[src/rtl/lock_pkg.sv]
// Shared definitions for the combination-lock sequencer.
//   - state_t       : controller phases
//   - STATUS_*      : 2-bit status codes driven to the status display
//   - DIGITS_DEF/DW_DEF : default code geometry (4 digits x 3 bits)
//   - max_int       : helper used to size the shared timer
package lock_pkg;

    localparam int DIGITS_DEF = 4;
    localparam int DW_DEF     = 3;

    typedef enum logic [2:0] {
        ST_UNSET   = 3'd0,
        ST_ARMED   = 3'd1,
        ST_CHECK   = 3'd2,
        ST_OPEN    = 3'd3,
        ST_LOCKOUT = 3'd4
    } state_t;

    localparam logic [1:0] STATUS_UNSET   = 2'b00;
    localparam logic [1:0] STATUS_ARMED   = 2'b01;
    localparam logic [1:0] STATUS_OPEN    = 2'b10;
    localparam logic [1:0] STATUS_LOCKOUT = 2'b11;

    function automatic int max_int(input int a, input int b);
        return (a > b) ? a : b;
    endfunction

endpackage

[src/rtl/lock_timer.sv]
// Loadable, saturating down-counter shared by the OPEN and LOCKOUT phases.
// Ports:
//   clk        : system clock
//   srst       : synchronous active-high reset, clears the count
//   load       : load load_value this cycle (has priority over counting)
//   en         : decrement by one this cycle; holds at zero, never wraps
//   load_value : value taken on load
//   zero       : count is zero (decoded from the registered count)
module lock_timer #(
    parameter int TW = 4
) (
    input  logic          clk,
    input  logic          srst,
    input  logic          load,
    input  logic          en,
    input  logic [TW-1:0] load_value,
    output logic          zero
);

    logic [TW-1:0] count_reg;

    always_ff @(posedge clk) begin
        if (srst) begin
            count_reg <= '0;
        end else if (load) begin
            count_reg <= load_value;
        end else if (en && (count_reg != '0)) begin
            count_reg <= count_reg - 1'b1;
        end
    end

    assign zero = (count_reg == '0);

endmodule

[src/rtl/lock_sequencer.sv]
// Controller for the DIGITS x DW combination lock.
// Holds the stored code, the consecutive-failure counter and the shared
// open/lockout timer, and sequences UNSET -> ARMED -> CHECK -> OPEN/LOCKOUT.
// Ports:
//   CLK     : system clock
//   RST     : synchronous active-high reset, dominates all other inputs
//   S       : program request (one request per cycle while high)
//   CH      : check request
//   CODE_IN : entered digits, digit 0 in the low DW bits
//   STORED  : current stored code
//   STATUS  : 00 UNSET, 01 ARMED (also shown during CHECK), 10 OPEN, 11 LOCKOUT
//   UNLOCK  : high only in OPEN
//   FAILS   : consecutive failed checks, saturates at MAX_TRIES
//   BUSY    : high in CHECK and LOCKOUT
module lock_sequencer
    import lock_pkg::*;
#(
    parameter int DIGITS      = DIGITS_DEF,
    parameter int DW          = DW_DEF,
    parameter int MAX_TRIES   = 3,
    parameter int OPEN_CYCLES = 8,
    parameter int LOCK_CYCLES = 16
) (
    input  logic                 CLK,
    input  logic                 RST,
    input  logic                 S,
    input  logic                 CH,
    input  logic [DIGITS*DW-1:0] CODE_IN,
    output logic [DIGITS*DW-1:0] STORED,
    output logic [1:0]           STATUS,
    output logic                 UNLOCK,
    output logic [2:0]           FAILS,
    output logic                 BUSY
);

    // Timer holds at most max(OPEN_CYCLES, LOCK_CYCLES) - 1.
    localparam int            TMAX      = max_int(OPEN_CYCLES, LOCK_CYCLES);
    localparam int            TW        = $clog2(TMAX + 1);
    localparam logic [TW-1:0] OPEN_LOAD = TW'(OPEN_CYCLES - 1);
    localparam logic [TW-1:0] LOCK_LOAD = TW'(LOCK_CYCLES - 1);
    localparam logic [3:0]    MAX_W     = 4'(MAX_TRIES);

    state_t                 state_reg;
    logic [DIGITS*DW-1:0]   stored_reg;
    logic [DIGITS*DW-1:0]   compare_reg;
    logic [2:0]             fails_reg;

    logic                   timer_load;
    logic                   timer_en;
    logic [TW-1:0]          timer_value;
    logic                   timer_zero;

    logic [DIGITS-1:0]      digit_eq;
    logic                   code_match;
    logic [3:0]             fails_inc;

    // Compare the captured entry, never the live CODE_IN, so changes to the
    // keypad during CHECK cannot influence the result.
    for (genvar gi = 0; gi < DIGITS; gi++) begin : g_digit
        assign digit_eq[gi] = (compare_reg[gi*DW +: DW] == stored_reg[gi*DW +: DW]);
    end
    assign code_match = &digit_eq;
    assign fails_inc  = {1'b0, fails_reg} + 4'd1;

    // Timer control: loaded on entry to OPEN/LOCKOUT and on re-program while
    // OPEN, otherwise counts down only while one of those phases is active.
    always_comb begin
        timer_load  = 1'b0;
        timer_en    = 1'b0;
        timer_value = '0;
        case (state_reg)
            ST_CHECK: begin
                if (code_match) begin
                    timer_load  = 1'b1;
                    timer_value = OPEN_LOAD;
                end else if (fails_inc >= MAX_W) begin
                    timer_load  = 1'b1;
                    timer_value = LOCK_LOAD;
                end
            end
            ST_OPEN: begin
                if (S) begin
                    timer_load  = 1'b1;
                    timer_value = OPEN_LOAD;
                end else begin
                    timer_en = 1'b1;
                end
            end
            ST_LOCKOUT: timer_en = 1'b1;
            default: ;
        endcase
    end

    lock_timer #(
        .TW(TW)
    ) u_timer (
        .clk        (CLK),
        .srst       (RST),
        .load       (timer_load),
        .en         (timer_en),
        .load_value (timer_value),
        .zero       (timer_zero)
    );

    always_ff @(posedge CLK) begin
        if (RST) begin
            state_reg   <= ST_UNSET;
            stored_reg  <= '0;
            compare_reg <= '0;
            fails_reg   <= '0;
        end else begin
            case (state_reg)
                ST_UNSET: begin
                    if (S) begin
                        stored_reg <= CODE_IN;
                        fails_reg  <= '0;
                        state_reg  <= ST_ARMED;
                    end
                end
                ST_ARMED: begin
                    // CH wins over S; S alone is ignored so a locked code
                    // cannot be overwritten.
                    if (CH) begin
                        compare_reg <= CODE_IN;
                        state_reg   <= ST_CHECK;
                    end
                end
                ST_CHECK: begin
                    if (code_match) begin
                        fails_reg <= '0;
                        state_reg <= ST_OPEN;
                    end else if (fails_inc < MAX_W) begin
                        fails_reg <= fails_inc[2:0];
                        state_reg <= ST_ARMED;
                    end else begin
                        fails_reg <= MAX_W[2:0];
                        state_reg <= ST_LOCKOUT;
                    end
                end
                ST_OPEN: begin
                    if (S) begin
                        stored_reg <= CODE_IN;
                    end else if (timer_zero) begin
                        state_reg <= ST_ARMED;
                    end
                end
                ST_LOCKOUT: begin
                    if (timer_zero) begin
                        fails_reg <= '0;
                        state_reg <= ST_ARMED;
                    end
                end
                default: state_reg <= ST_UNSET;
            endcase
        end
    end

    // Outputs decoded from registered state only.
    always_comb begin
        STATUS = STATUS_UNSET;
        UNLOCK = 1'b0;
        BUSY   = 1'b0;
        case (state_reg)
            ST_ARMED:   STATUS = STATUS_ARMED;
            ST_CHECK: begin
                STATUS = STATUS_ARMED;
                BUSY   = 1'b1;
            end
            ST_OPEN: begin
                STATUS = STATUS_OPEN;
                UNLOCK = 1'b1;
            end
            ST_LOCKOUT: begin
                STATUS = STATUS_LOCKOUT;
                BUSY   = 1'b1;
            end
            default: ;
        endcase
    end

    assign STORED = stored_reg;
    assign FAILS  = fails_reg;

endmodule

[config.mk]
export PLATFORM = sky130hd
export DESIGN_NAME = lock_sequencer
export DESIGN_NICKNAME = d
export VERILOG_FILES = /design/src/rtl/lock_pkg.sv /design/src/rtl/lock_timer.sv /design/src/rtl/lock_sequencer.sv
export SDC_FILE = /design/constraint.sdc
export NUM_CORES = 1
export LEC_CHECK = 0
export BUFFER_PORTS_ARGS = -buffer_cell sky130_fd_sc_hd__buf_2
export CAP_MARGIN = 20
export CORE_UTILIZATION = 30
export CTS_CLUSTER_DIAMETER = 60
export DETAILED_ROUTE_END_ITERATION = 6
export GPL_ROUTABILITY_DRIVEN = 0
export GPL_TIMING_DRIVEN = 0
export HOLD_SLACK_MARGIN = 0.12
export PLACE_DENSITY = 0.47
export SETUP_SLACK_MARGIN = 0.2
export SYNTH_ARGS = -nofsm -noshare
export SYNTH_HDL_FRONTEND = slang
export SYNTH_SLANG_ARGS = --single-unit
[constraint.sdc]
create_clock -name CLK -period 3.45 [get_ports CLK]
set_input_delay 0.5175 -clock CLK [delete_from_list [all_inputs] [get_ports CLK]]
set_output_delay 0.5175 -clock CLK [all_outputs]
set_load 0.005 [all_outputs]
==> results of run 1 <==
## through the flow
stage,power [W],utilization (%)
finish,0.000897,37.3
global route,0.000958,37.3
CTS,0.000913,37.3
detailed placement,0.000622,35.8
global placement,0.000622,35.8
floorplan,0.000569,-
## layer usage
layer  up-vias  GRT usage (%)  wire length (µm)
met5         -              0                 0
met4         0           5.09                32
met3         4           3.88               177
met2        29           23.0              1790
met1       624           17.1              1770
li1        738              -                 -
## cells in the mapped netlist, drive strengths merged
library cell / count / area [µm²]
a211o: 2 / 17.5
a211oi: 1 / 12.5
a21boi: 2 / 15.0
a21o: 2 / 16.3
a21oi: 20 / 104
a22oi: 1 / 7.51
a31oi: 1 / 6.26
and2: 1 / 6.26
and3b: 1 / 8.76
buf: 8 / 57.6
clkbuf: 3 / 11.3
dfxtp: 35 / 701
ha: 4 / 50.1
inv: 5 / 18.8
mux2: 1 / 15.0
mux2i: 13 / 130
nand2: 32 / 128
nand2b: 1 / 6.26
nand3: 3 / 15.0
nand3b: 4 / 30.0
nand4: 3 / 18.8
nor2: 19 / 71.3
nor3: 2 / 10.0
nor3b: 2 / 15.0
nor4: 1 / 6.26
nor4b: 1 / 8.76
o21ai: 3 / 26.3
o21bai: 1 / 7.51
o221ai: 1 / 8.76
o22a: 1 / 10.0
o311a: 1 / 10.0
o32a: 1 / 11.3
or3b: 2 / 20.0
xnor2: 15 / 131
xor2: 1 / 8.76
## final timing paths
kind                                         to  slack (ns)
worst max-delay path                  STATUS[0]        1.53
worst min-delay path               state_reg[1]        0.46
worst max register to register         FAILS[2]        1.73
worst min register to register  compare_reg[11]        0.47
## kinds of logic after synthesis
kind of cell    Yosys count  synth area share [%]
simple gates             72                  20.0
xor+xnor                 16                  8.15
buf+inv                  16                  5.09
fa+ha+maj                 4                  2.91
mux                      14                  8.44
compound gates           37                  14.7
flops                    35                  40.7
## critical path: cells and delay by family (launching register included)
| kind | cells | cell delay (ns) |
|---|---|---|
| buf+inv | 2 | 0.27 |
| compound gates | 1 | 0.10 |
| flops | 1 | 0.31 |
| simple gates | 1 | 0.44 |
## final cells by class
class,count,area [µm²]
Multi-Input combinational cell,143,932
Sequential cell,35,701
Clock buffer,6,72.6
Buffer,11,68.8
Inverter,5,18.8
Timing Repair Buffer,32,160
Fill cell,595,3450
Clock inverter,2,12.5
Tap cell,72,90.1
## report_power, final
part | switching (W) | internal [W] | total [W]
Clock | 0.000146 | 0.000141 | 0.000287
Combinational | 0.0000883 | 0.0000766 | 0.000165
Sequential | 0.0000185 | 0.000427 | 0.000446
Total | 0.000252 | 0.000645 | 0.000897
## placed cells by master, fill, tap and decap left out, types with 2 or more instances in the layout
cell,Yosys,final
sky130_fd_sc_hd__nand2_1,31,31
sky130_fd_sc_hd__buf_4,2,2
sky130_fd_sc_hd__o21ai_0,2,2
sky130_fd_sc_hd__buf_6,2,2
sky130_fd_sc_hd__inv_1,5,5
sky130_fd_sc_hd__nor3b_1,2,2
sky130_fd_sc_hd__buf_2,4,36
sky130_fd_sc_hd__mux2i_1,13,13
sky130_fd_sc_hd__xnor2_1,15,15
sky130_fd_sc_hd__nand3_1,3,3
sky130_fd_sc_hd__nand3b_1,4,4
sky130_fd_sc_hd__dfxtp_1,35,35
sky130_fd_sc_hd__ha_1,4,4
sky130_fd_sc_hd__a21boi_0,2,2
sky130_fd_sc_hd__nand4_1,3,3
sky130_fd_sc_hd__a211o_1,2,2
sky130_fd_sc_hd__nor2_1,19,19
sky130_fd_sc_hd__clkbuf_1,3,4
sky130_fd_sc_hd__clkbuf_8,0,5
sky130_fd_sc_hd__nor3_1,2,2
sky130_fd_sc_hd__a21oi_1,19,19
==> results.txt, run 1 <==
- Result of the run: finished, final reports clean
- Data arrives at the worst endpoint at 1.40 ns.
* Sum of negative setup slack: 0 ns
* Worst min-delay path class: in2reg
- Setup slack of the critical path after layout: 1.53 ns
- Delay of the slowest critical-path stage: about 0.44 ns
- At the placement stage, the worst setup path has a slack of between 1.5 and 2 ns.
* Beginning of the worst register-to-register path: u_timer.count_reg[0]
- After synthesis, the netlist uses 42 different library cells.
* Largest fanout of any net on the critical path: 10
- Mean instance size in the synthesized netlist: 8.87 µm²
- On the final layout, the worst hold slack is 0.461 ns.
- Number of rows in the core area: 27
- The area growth from synthesis to layout is 19.5%.
- With fillers left out, the area of the finished cells amounts to 2060 µm².
- Clk pin slew, worst setup/hold paths: about 0.070 ns
- Max Transition Viols Final: 0
* Vias per cell: 4.56
* Unrepaired setup endpoints after global routing: no
- For this design the top-level I/O count stands at 35.
- Core outline area: 5510 µm²
- After detailed routing, the average wire length per cell comes to 12.3 µm.
- The worst register-to-register path has a depth of 6.
- In this run the clock root is driven by a sky130_fd_sc_hd__clkbuf_8.
- In this run the number of H-tree levels came out at 2.
* Post-route ant nets: 0
* Worst setup skew after layout: 0.00514 ns
* Required @ worst endpoint: 2.93 ns
- The first global-routing pass estimated 6.52 mm of wire.
* Global routing usage summed across all routing layers: 13.9%
- The number of antenna violations at the first check in global routing was 0.
- CTS tree: done
- STA classifies the critical path endpoint as a primary output.
- Static leakage: just under 0.9 nW
- For this design, the slowest cell found on the critical path is sky130_fd_sc_hd__or3b_4.
- Total clock sinks: 35
* Number of buffers on the longest clock path: 2
- The HPWL after detailed placement is 2.83 mm.
- Cell area reported after detailed placement: 1970 µm²
- For this configuration, the core starts out at a cell density of 31.2%.
- Buffers on Ports: 32
- The Yosys step of the flow raised 0 warnings.
- The post-route netlist has 24.4% of its cells at a drive strength greater than 1.
- For this block, the routed nets add up to 3.77 mm of wire.
* FMAX: 521 MHz
- Type of the worst setup path: reg2out
* Setup violators final: 0
- The tool flagged a number of max-cap violations equal to 0.
- Cell count after synthesis: 194
- Detailed Routing Iterations Pass 1: 4
- Final layout net count: 253
* Via count of the first global-routing pass: ~1400
* Number of gates resized after cts: 0
- Net count of the mapped netlist: 214
- Count of unresolved DRC violations after routing: 0
- Fin cells: 306
- In this run the most critical hold path is launched from RST.
- Number of cells after detailed placement: 298
- Buffers inserted by post-CTS timing repair: 0
* Largest net degree at the start of global routing: 12
- Cell area after synthesis: 1720 µm²
- Across the VDD grid, the largest voltage drop is 0.233 mV.
* Transition time of the tightest slew-check pin: between 0.5 and 0.6 ns
- Area enclosed by the die boundary: 6040 µm²
- For the worst-skew pair, the clock arrives at the later sink with an insertion delay of 0.28 ns.
* CP Cell Sequence: buf_6, or3b_4, o21ai_0, buf_2
- The worst pin sits at a relative slew slack of 60.6%.
- Critical Path Start Type: flop
* Height of the chip: 77.7 µm
- Iteration-0 DRC count of the detailed router: 34
- CTS hold repair buffers: 0
- The worst path in the final design needs a cycle of roughly 1.9 ns, including I/O delays and setup.
- The routed layout has ~1400 vias.
- In this run, CTS created clock tree buffers numbering 5.
- The final hold violation count is 0.
- Seq/Total Area, Yosys: between 40% and 50%
- Critical path launch point: state_reg[0]
- Width of the chip: a little under 80 µm
- Part of the cycle the worst path needs: 55.7%
- Depth of the worst hold-timing path: 2
- The number of antenna diodes in the final layout is 0.
- Synthesis inferred 35 register bits.
* Pwr/cell area: 437 nW/µm²
* Overflow after GRT: 0
Note: power is estimated with default switching activity, not from simulation.
==> run 2: changes to the inputs <==
--- a/config.mk
+++ b/config.mk
@@ -13,7 +13,7 @@
 export GPL_ROUTABILITY_DRIVEN = 0
 export GPL_TIMING_DRIVEN = 0
 export HOLD_SLACK_MARGIN = 0.12
-export PLACE_DENSITY = 0.47
+export PLACE_DENSITY = 0.49
 export SETUP_SLACK_MARGIN = 0.2
 export SYNTH_ARGS = -nofsm -noshare
 export SYNTH_HDL_FRONTEND = slang
==> constraint.sdc (replaced) <==
create_clock -name CLK -period 1.74 [get_ports CLK]
set_input_delay 0.261 -clock CLK [delete_from_list [all_inputs] [get_ports CLK]]
set_output_delay 0.261 -clock CLK [all_outputs]
set_load 0.005 [all_outputs]
==> run 2 against run 1 <==
  * First-iteration DRC count grew 74%
  * Combinational power rose by 140%
  * Worst setup slack worse by 1.4 ns
  * Count of clock-buffer cells in the layout grew 1
  * Critical endpoint unchanged
==> results.txt, run 2 (same netlist as run 1, synthesis figures left out) <==
* Detailed Routing Iterations Pass 1: 4
- At the worst endpoint, the arrival time is 1.34 ns.
- Count of final hold-check violations: 0
- After the first detailed-routing iteration, the DRC count stood at 59.
- Wire length of the first global-routing pass: 6.35 mm
- TritonCTS built the clock tree.
- Area enclosed by the die boundary: around 6000 µm²
- Buffers on Ports: 32
* Max Transition Viols Final: 0
* Number of cells after detailed placement: 298
- Setup violators final: 0
- Height of the chip: between 70 and 80 µm
- Clock root buffer: sky130_fd_sc_hd__clkbuf_8
* Pwr/cell area: 810 nW/µm²
- Across the VDD grid, the largest voltage drop is roughly 0.45 mV.
* Overflow after GRT: 0
- The final layout contains routed wiring with a total length of 3.91 mm.
- Relative max-transition margin: 64.8%
- After detailed routing, the number of remaining DRC violations is 0.
- The detailed router placed 1463 vias in this run.
* Final min period: approximately 1.6 ns
- During I/O placement, the number of pins put on the boundary was 35.
- Of the available clock period, the critical path in the final layout requires 91.8%.
- CTS hold repair buffers: 0
* Setup crit end kind: primary output
- Entering global routing, the biggest net connects 11 pins.
* Worst setup skew after layout: 0.00115 ns
* Insertion delay of the later-clocked pin in the worst-skew pair: 0.28 ns
- Result of the run: finished, final reports clean
* Post-route ant nets: 0
- Summed over all cells, the static leakage comes to 0.990 nW.
- Unrepaired setup endpoints after global routing: yes
* Avg WL per Cell: around 12 µm
- The library cells used most frequently in the layout, excluding fill and tap cells, are sky130_fd_sc_hd__buf_2, sky130_fd_sc_hd__nand2_1, sky130_fd_sc_hd__dfxtp_1.
- Global routing usage summed across all routing layers: between 10 and 15%
* H-tree depth: 2
- Critical Path Start Type: flop
* Transition time of the tightest slew-check pin: between 0.5 and 0.6 ns
- Via count of the first global-routing pass: roughly 1400
- Excluding fillers, the count of instances in the completed layout stands at 316.
- Required @ worst endpoint: approximately 1.5 ns
- Antenna Cells: 0
* Width of the chip: 77.7 µm
- Share of layout cells above drive strength 1: 38.1%
- Type of the worst setup path: reg2out
- Area growth from synthesis to layout: 31.7%
* Placed wire-length estimate: 2.80 mm
* Storage element area: slightly above 700 µm²
* Total clock sinks: 35
- Initial antenna violation count: 0
- The number of clock buffers added by TritonCTS is 5.
* Initial core utilization: 31.2%
- Count of filler cells inserted in the layout: 588
- Leaving out fill and tap cells, the most frequent cell in the layout is sky130_fd_sc_hd__buf_2.
* Clk pin slew, worst setup/hold paths: roughly 0.07 ns
* Max Cap Viol: 0
- The multi-input combinational cells in the finished layout cover a total of 1030 µm².
- Worst min-delay path class: in2reg
* Sum of negative setup slack: 0 ns
- In this run the worst path has a maximum fanout of 5.
* FMAX: ~630 MHz
- Dividing the detail-routed via count by the number of cells gives 4.63.
* Core outline area: approximately 5500 µm²
- Number of buffers on the longest clock path: 2
- After floorplanning, the core was divided into 27 placement rows.
* Final layout net count: 263
-- run 2: changes by cell type in the layout (fill, tap and decap cells not counted), sizes merged --
cell      change
clkinvlp      -1
clkbuf        +1
buf          +10
-- run 2: critical path, cell delays in order, from the launching register on --
cell	delay, ns
sky130_fd_sc_hd__dfxtp_2	0.32
sky130_fd_sc_hd__buf_6	0.12
sky130_fd_sc_hd__or3b_4	0.42
sky130_fd_sc_hd__o21ai_2	0.08
sky130_fd_sc_hd__buf_2	0.12
-- run 2: power by group --
| part | leakage (nW) | internal, W | switching, W |
|---|---|---|---|
| clock network | 0.0422 | 0.000281 | 0.000277 |
| registers | 0.289 | 0.000848 | 0.0000394 |
| logic | 0.658 | 0.000197 | 0.000192 |
-- run 2: cell type report --
class	instances	area share [%]
Buffer	11	3.87
Clock buffer	7	3.37
Clock inverter	1	0.221
Inverter	5	0.828
Multi-Input combinational cell	143	45.5
Sequential cell	35	31.6
Tap cell	72	3.98
Timing Repair Buffer	42	10.7
-- run 2: worst paths after layout --
kind | startpoint | to | slack, ns | cells after the start
max reg2reg | state_reg[0] | u_timer.count_reg[1] | 0.21 | 6
min reg2reg | compare_reg[10] | compare_reg[10] | 0.47 | 2
min | RST | state_reg[1] | 0.20 | 2
max | state_reg[0] | STATUS[0] | 0.14 | 4
-- run 2: what timing repair did --
action	CTS	global route
setup endpoints to repair	33	31
gates cloned	0	0
pin swaps	5	8
resized for setup	20	23
buffers inserted	5	5
-- run 2: layer usage --
metal,share of wire (%),vias up,GRT usage [%]
met5,0,-,0
met4,1.4,0,5.09
met3,3.8,6,4.24
met2,46,27,22.6
met1,49,669,17.0
li1,-,761,-
-- run 2: metrics by stage --
stage / total power [W] / utilization [%] / hold slack (ns) / setup WS, ns / cell area [µm²]
3_5_place_dp: 0.00123 / 35.8 / 0.459 / 0.0440 / 1970
4_1_cts: 0.00184 / 39.2 / 0.197 / 0.124 / 2160
6_report: 0.00183 / 41.1 / 0.198 / 0.143 / 2270
5_1_grt: 0.00196 / 41.1 / 0.193 / 0.0839 / 2270
2_1_floorplan: 0.00113 / - / 0.394 / 0.213 / 1720
3_3_place_gp: 0.00123 / 35.8 / 0.456 / 0.00481 / 1970
==> run 3: changes to the inputs <==
--- a/config.mk
+++ b/config.mk
@@ -5,16 +5,17 @@
 export SDC_FILE = /design/constraint.sdc
 export NUM_CORES = 1
 export LEC_CHECK = 0
-export BUFFER_PORTS_ARGS = -buffer_cell sky130_fd_sc_hd__buf_2
 export CAP_MARGIN = 20
 export CORE_UTILIZATION = 30
 export CTS_CLUSTER_DIAMETER = 60
 export DETAILED_ROUTE_END_ITERATION = 6
+export DONT_BUFFER_PORTS = 1
 export GPL_ROUTABILITY_DRIVEN = 0
 export GPL_TIMING_DRIVEN = 0
 export HOLD_SLACK_MARGIN = 0.12
-export PLACE_DENSITY = 0.49
+export PLACE_DENSITY = 0.43
 export SETUP_SLACK_MARGIN = 0.2
 export SYNTH_ARGS = -nofsm -noshare
 export SYNTH_HDL_FRONTEND = slang
 export SYNTH_SLANG_ARGS = --single-unit
+export TNS_END_PERCENT = 1
==> run 3 against run 2 <==
  * Worst setup slack improved by 0.018 ns
  * First-iteration DRC count decreased by 14%
  * Via count shrank 4.2%
  * Non-clock buffer count is 27 lower
  * Power increased by 3.8%
  * Final cell count down 8.5%
  * Register-to-register slack got worse by 0.03 ns
  * Core utilization decreased by 2.2 points
  * Worst hold slack worse by 0.073 ns
  * Clock power is 17% higher
  * Fmax grew 1.1%
  * Sequential power rose by 0.6%
  * Critical endpoint is now STATUS[1]
  * Highest routed layer unchanged
==> results.txt, run 3 (same netlist as run 1, synthesis figures left out) <==
- Area enclosed by the die boundary: 6040 µm²
- For flop-to-flop paths, the worst setup slack is between 0.15 and 0.2 ns.
- Traced cell by cell, the critical path runs through buf_6, or3b_4, nand2_1.
* Insertion delay of the later-clocked pin in the worst-skew pair: 0.28 ns
- Count of final hold-check violations: 0
- The setup path with the least slack is of type reg2out.
- The library cell used most frequently in the layout, excluding fill and tap cells, is sky130_fd_sc_hd__nand2_1.
- Total clock sinks: 35
- Critical Path Start Type: flop
* Result of the run: finished, final reports clean
- For the worst setup path, the data required time is 1.48 ns.
- The max-slew violation count is 0.
* Slowest cell on the critical path: sky130_fd_sc_hd__or3b_4
- FMAX: ~630 MHz
- Width of the chip: 77.7 µm
- Clk pin slew, worst setup/hold paths: 0.07 ns
* Area growth from synthesis to layout: 24.7%
- In this run the most critical hold path is launched from CODE_IN[8].
- Detailed placement finished with a half-perimeter wire length of 2.87 mm.
- TritonCTS buffer count: 5
- Relative max-transition margin: 66.3%
* Part of the cycle the worst path needs: 90.8%
- The largest single stage delay on the critical path is 0.44 ns.
- In the final routed layout, each cell accounts on average for 13.7 µm.
- The analysis attributes to cell leakage a power of about 0.84 nW.
* H-tree depth: 2
- Once routing completed, OpenROAD measured the worst setup slack at 0.161 ns.
- Largest net degree at the start of global routing: 12
- Measured in cells, the most critical reg-to-reg path has a length of 6.
- Data arrives at the worst endpoint at 1.32 ns.
- Depth of the worst hold-timing path: 2
- Sum of negative setup slack: 0 ns
* Largest fanout of any net on the critical path: 10
- The number of antenna violations at the first check in global routing is 0.
* Iteration-0 DRC count of the detailed router: 51
- The startpoint identified for the worst register-to-register timing path is state_reg[1].
* Via count of the first global-routing pass: 1395
* Share of layout cells above drive strength 1: 23.0%
* Core outline area: 5510 µm²
* Maximum ir drop on the vdd rail: roughly 0.47 mV
- Wires add up to 3.97 mm.
* Global routing usage summed across all routing layers: 14.3%
- For the finished layout, the period the worst path requires is 1.58 ns.
- Pre-CTS setup slack: 0.0461 ns
- Final layout net count: 236
- CTS tree: done
* Number of buffers on the longest clock path: 2
- The worst setup path is captured at a primary output.
- Clock tree synthesis selected as its root buffer the cell sky130_fd_sc_hd__clkbuf_8.
- The floorplan has 27 rows.
* Final core utilization: 39.0%
* Count of unresolved DRC violations after routing: 0
- Endpoint of the worst register-to-register path: compare_reg[1]
- Height of the chip: 77.7 µm
* Initial core utilization: a little under a third
- Detailed Routing Iterations Pass 1: 4
- Buffers on Ports: 0
- Max-cap violations in this run came to 0.
* Worst min-delay path class: in2reg
* Overflow after GRT: 0
- Wire length of the first global-routing pass: around 6.7 mm
- For this design the ratio of total power to cell area is approximately 890 nW/µm².
- The worst hold path terminates at STORED[8].
- Antenna Cells: 0
- In this run the remaining antenna-violating nets after routing total 0.
* Number of vias after detailed routing: 1401
- The clock arrives with ~0.0065 ns of skew.
* Unrepaired setup endpoints after global routing: yes
- Leading cell types in the layout, fill and taps excluded: sky130_fd_sc_hd__nand2_1, sky130_fd_sc_hd__dfxtp_1, sky130_fd_sc_hd__nor2_1, sky130_fd_sc_hd__a21oi_1, sky130_fd_sc_hd__xnor2_1
- 35 I/O pins were placed.
- For the pin with the worst max-slew slack, the measured transition is 0.505 ns.
* Vias per cell: 4.85
- Setup violators final: 0
==> run 3: cell count changes in the layout (fill, tap and decap cells not counted), moves of 4 or more <==
cell	previous run	this run
sky130_fd_sc_hd__buf_2	32	1
sky130_fd_sc_hd__dlygate4sd3_1	0	12
sky130_fd_sc_hd__buf_4	12	7
sky130_fd_sc_hd__buf_6	6	2
==> run 3: through the flow <==
stage	area, µm²	hold WS [ns]	total power (W)	instances
detailed placement	1810	0.407	0.00120	266
floorplan	1720	0.394	0.00113	194
global route	2150	0.129	0.00202	289
finish	2150	0.125	0.00190	289
global placement	1810	0.400	0.00119	266
CTS	2080	0.120	0.00189	287
==> run 3: worst max path at each step <==
stage | to | cells past startpoint | start | slack (ns)
final | STATUS[1] | 3 | state_reg[0] | 0.16
after global routing | state_reg[1] | 5 | STORED[10] | 0.09
after detailed placement | u_timer.count_reg[3] | 5 | STORED[0] | 0.05
after floorplan | state_reg[2] | 6 | FAILS[0] | 0.21
after global placement | u_timer.count_reg[3] | 5 | STORED[1] | 0.04
after CTS | u_timer.count_reg[2] | 7 | FAILS[0] | 0.16
==> run 3: final cells by class <==
| cell class | instances | area [µm²] |
|---|---|---|
| Fill cell | 568 | 3360 |
| Multi-Input combinational cell | 143 | 1000 |
| Sequential cell | 35 | 714 |
| Timing Repair Buffer | 15 | 143 |
| Clock buffer | 7 | 96.3 |
| Tap cell | 72 | 90.1 |
| Buffer | 11 | 76.3 |
| Inverter | 5 | 18.8 |
| Clock inverter | 1 | 7.51 |
==> run 3: power breakdown <==
part / total, W / internal [W] / switching [W] / leakage [nW]
Clock: 0.000651 / 0.000360 / 0.000291 / 0.0505
Sequential: 0.000893 / 0.000850 / 0.0000429 / 0.289
Combinational: 0.000360 / 0.000165 / 0.000195 / 0.499
==> run 3: layer usage <==
layer	part of all wire (%)	wire length [µm]	vias to the layer above	global-route usage, %
li1	-	-	703	-
met1	45	1800	657	17.7
met4	0.78	31	0	4.53
met5	0	0	-	0
met2	47	1880	36	23.7
met3	6.4	255	5	4.12
==> run 3: timing repair <==
item | CTS | global route
pin swaps | 1 | 6
resized for setup | 10 | 19
setup buffers | 1 | 2
endpoints found under the setup margin | 33 | 33
endpoints found under the hold margin | 18 | 0
hold buffers | 12 | 0
==> run 3: critical path: cells and delay by family (launching register included) <==
family | cells | cell delay [ns]
flops | 1 | 0.31
buf+inv | 1 | 0.14
simple gates | 2 | 0.59
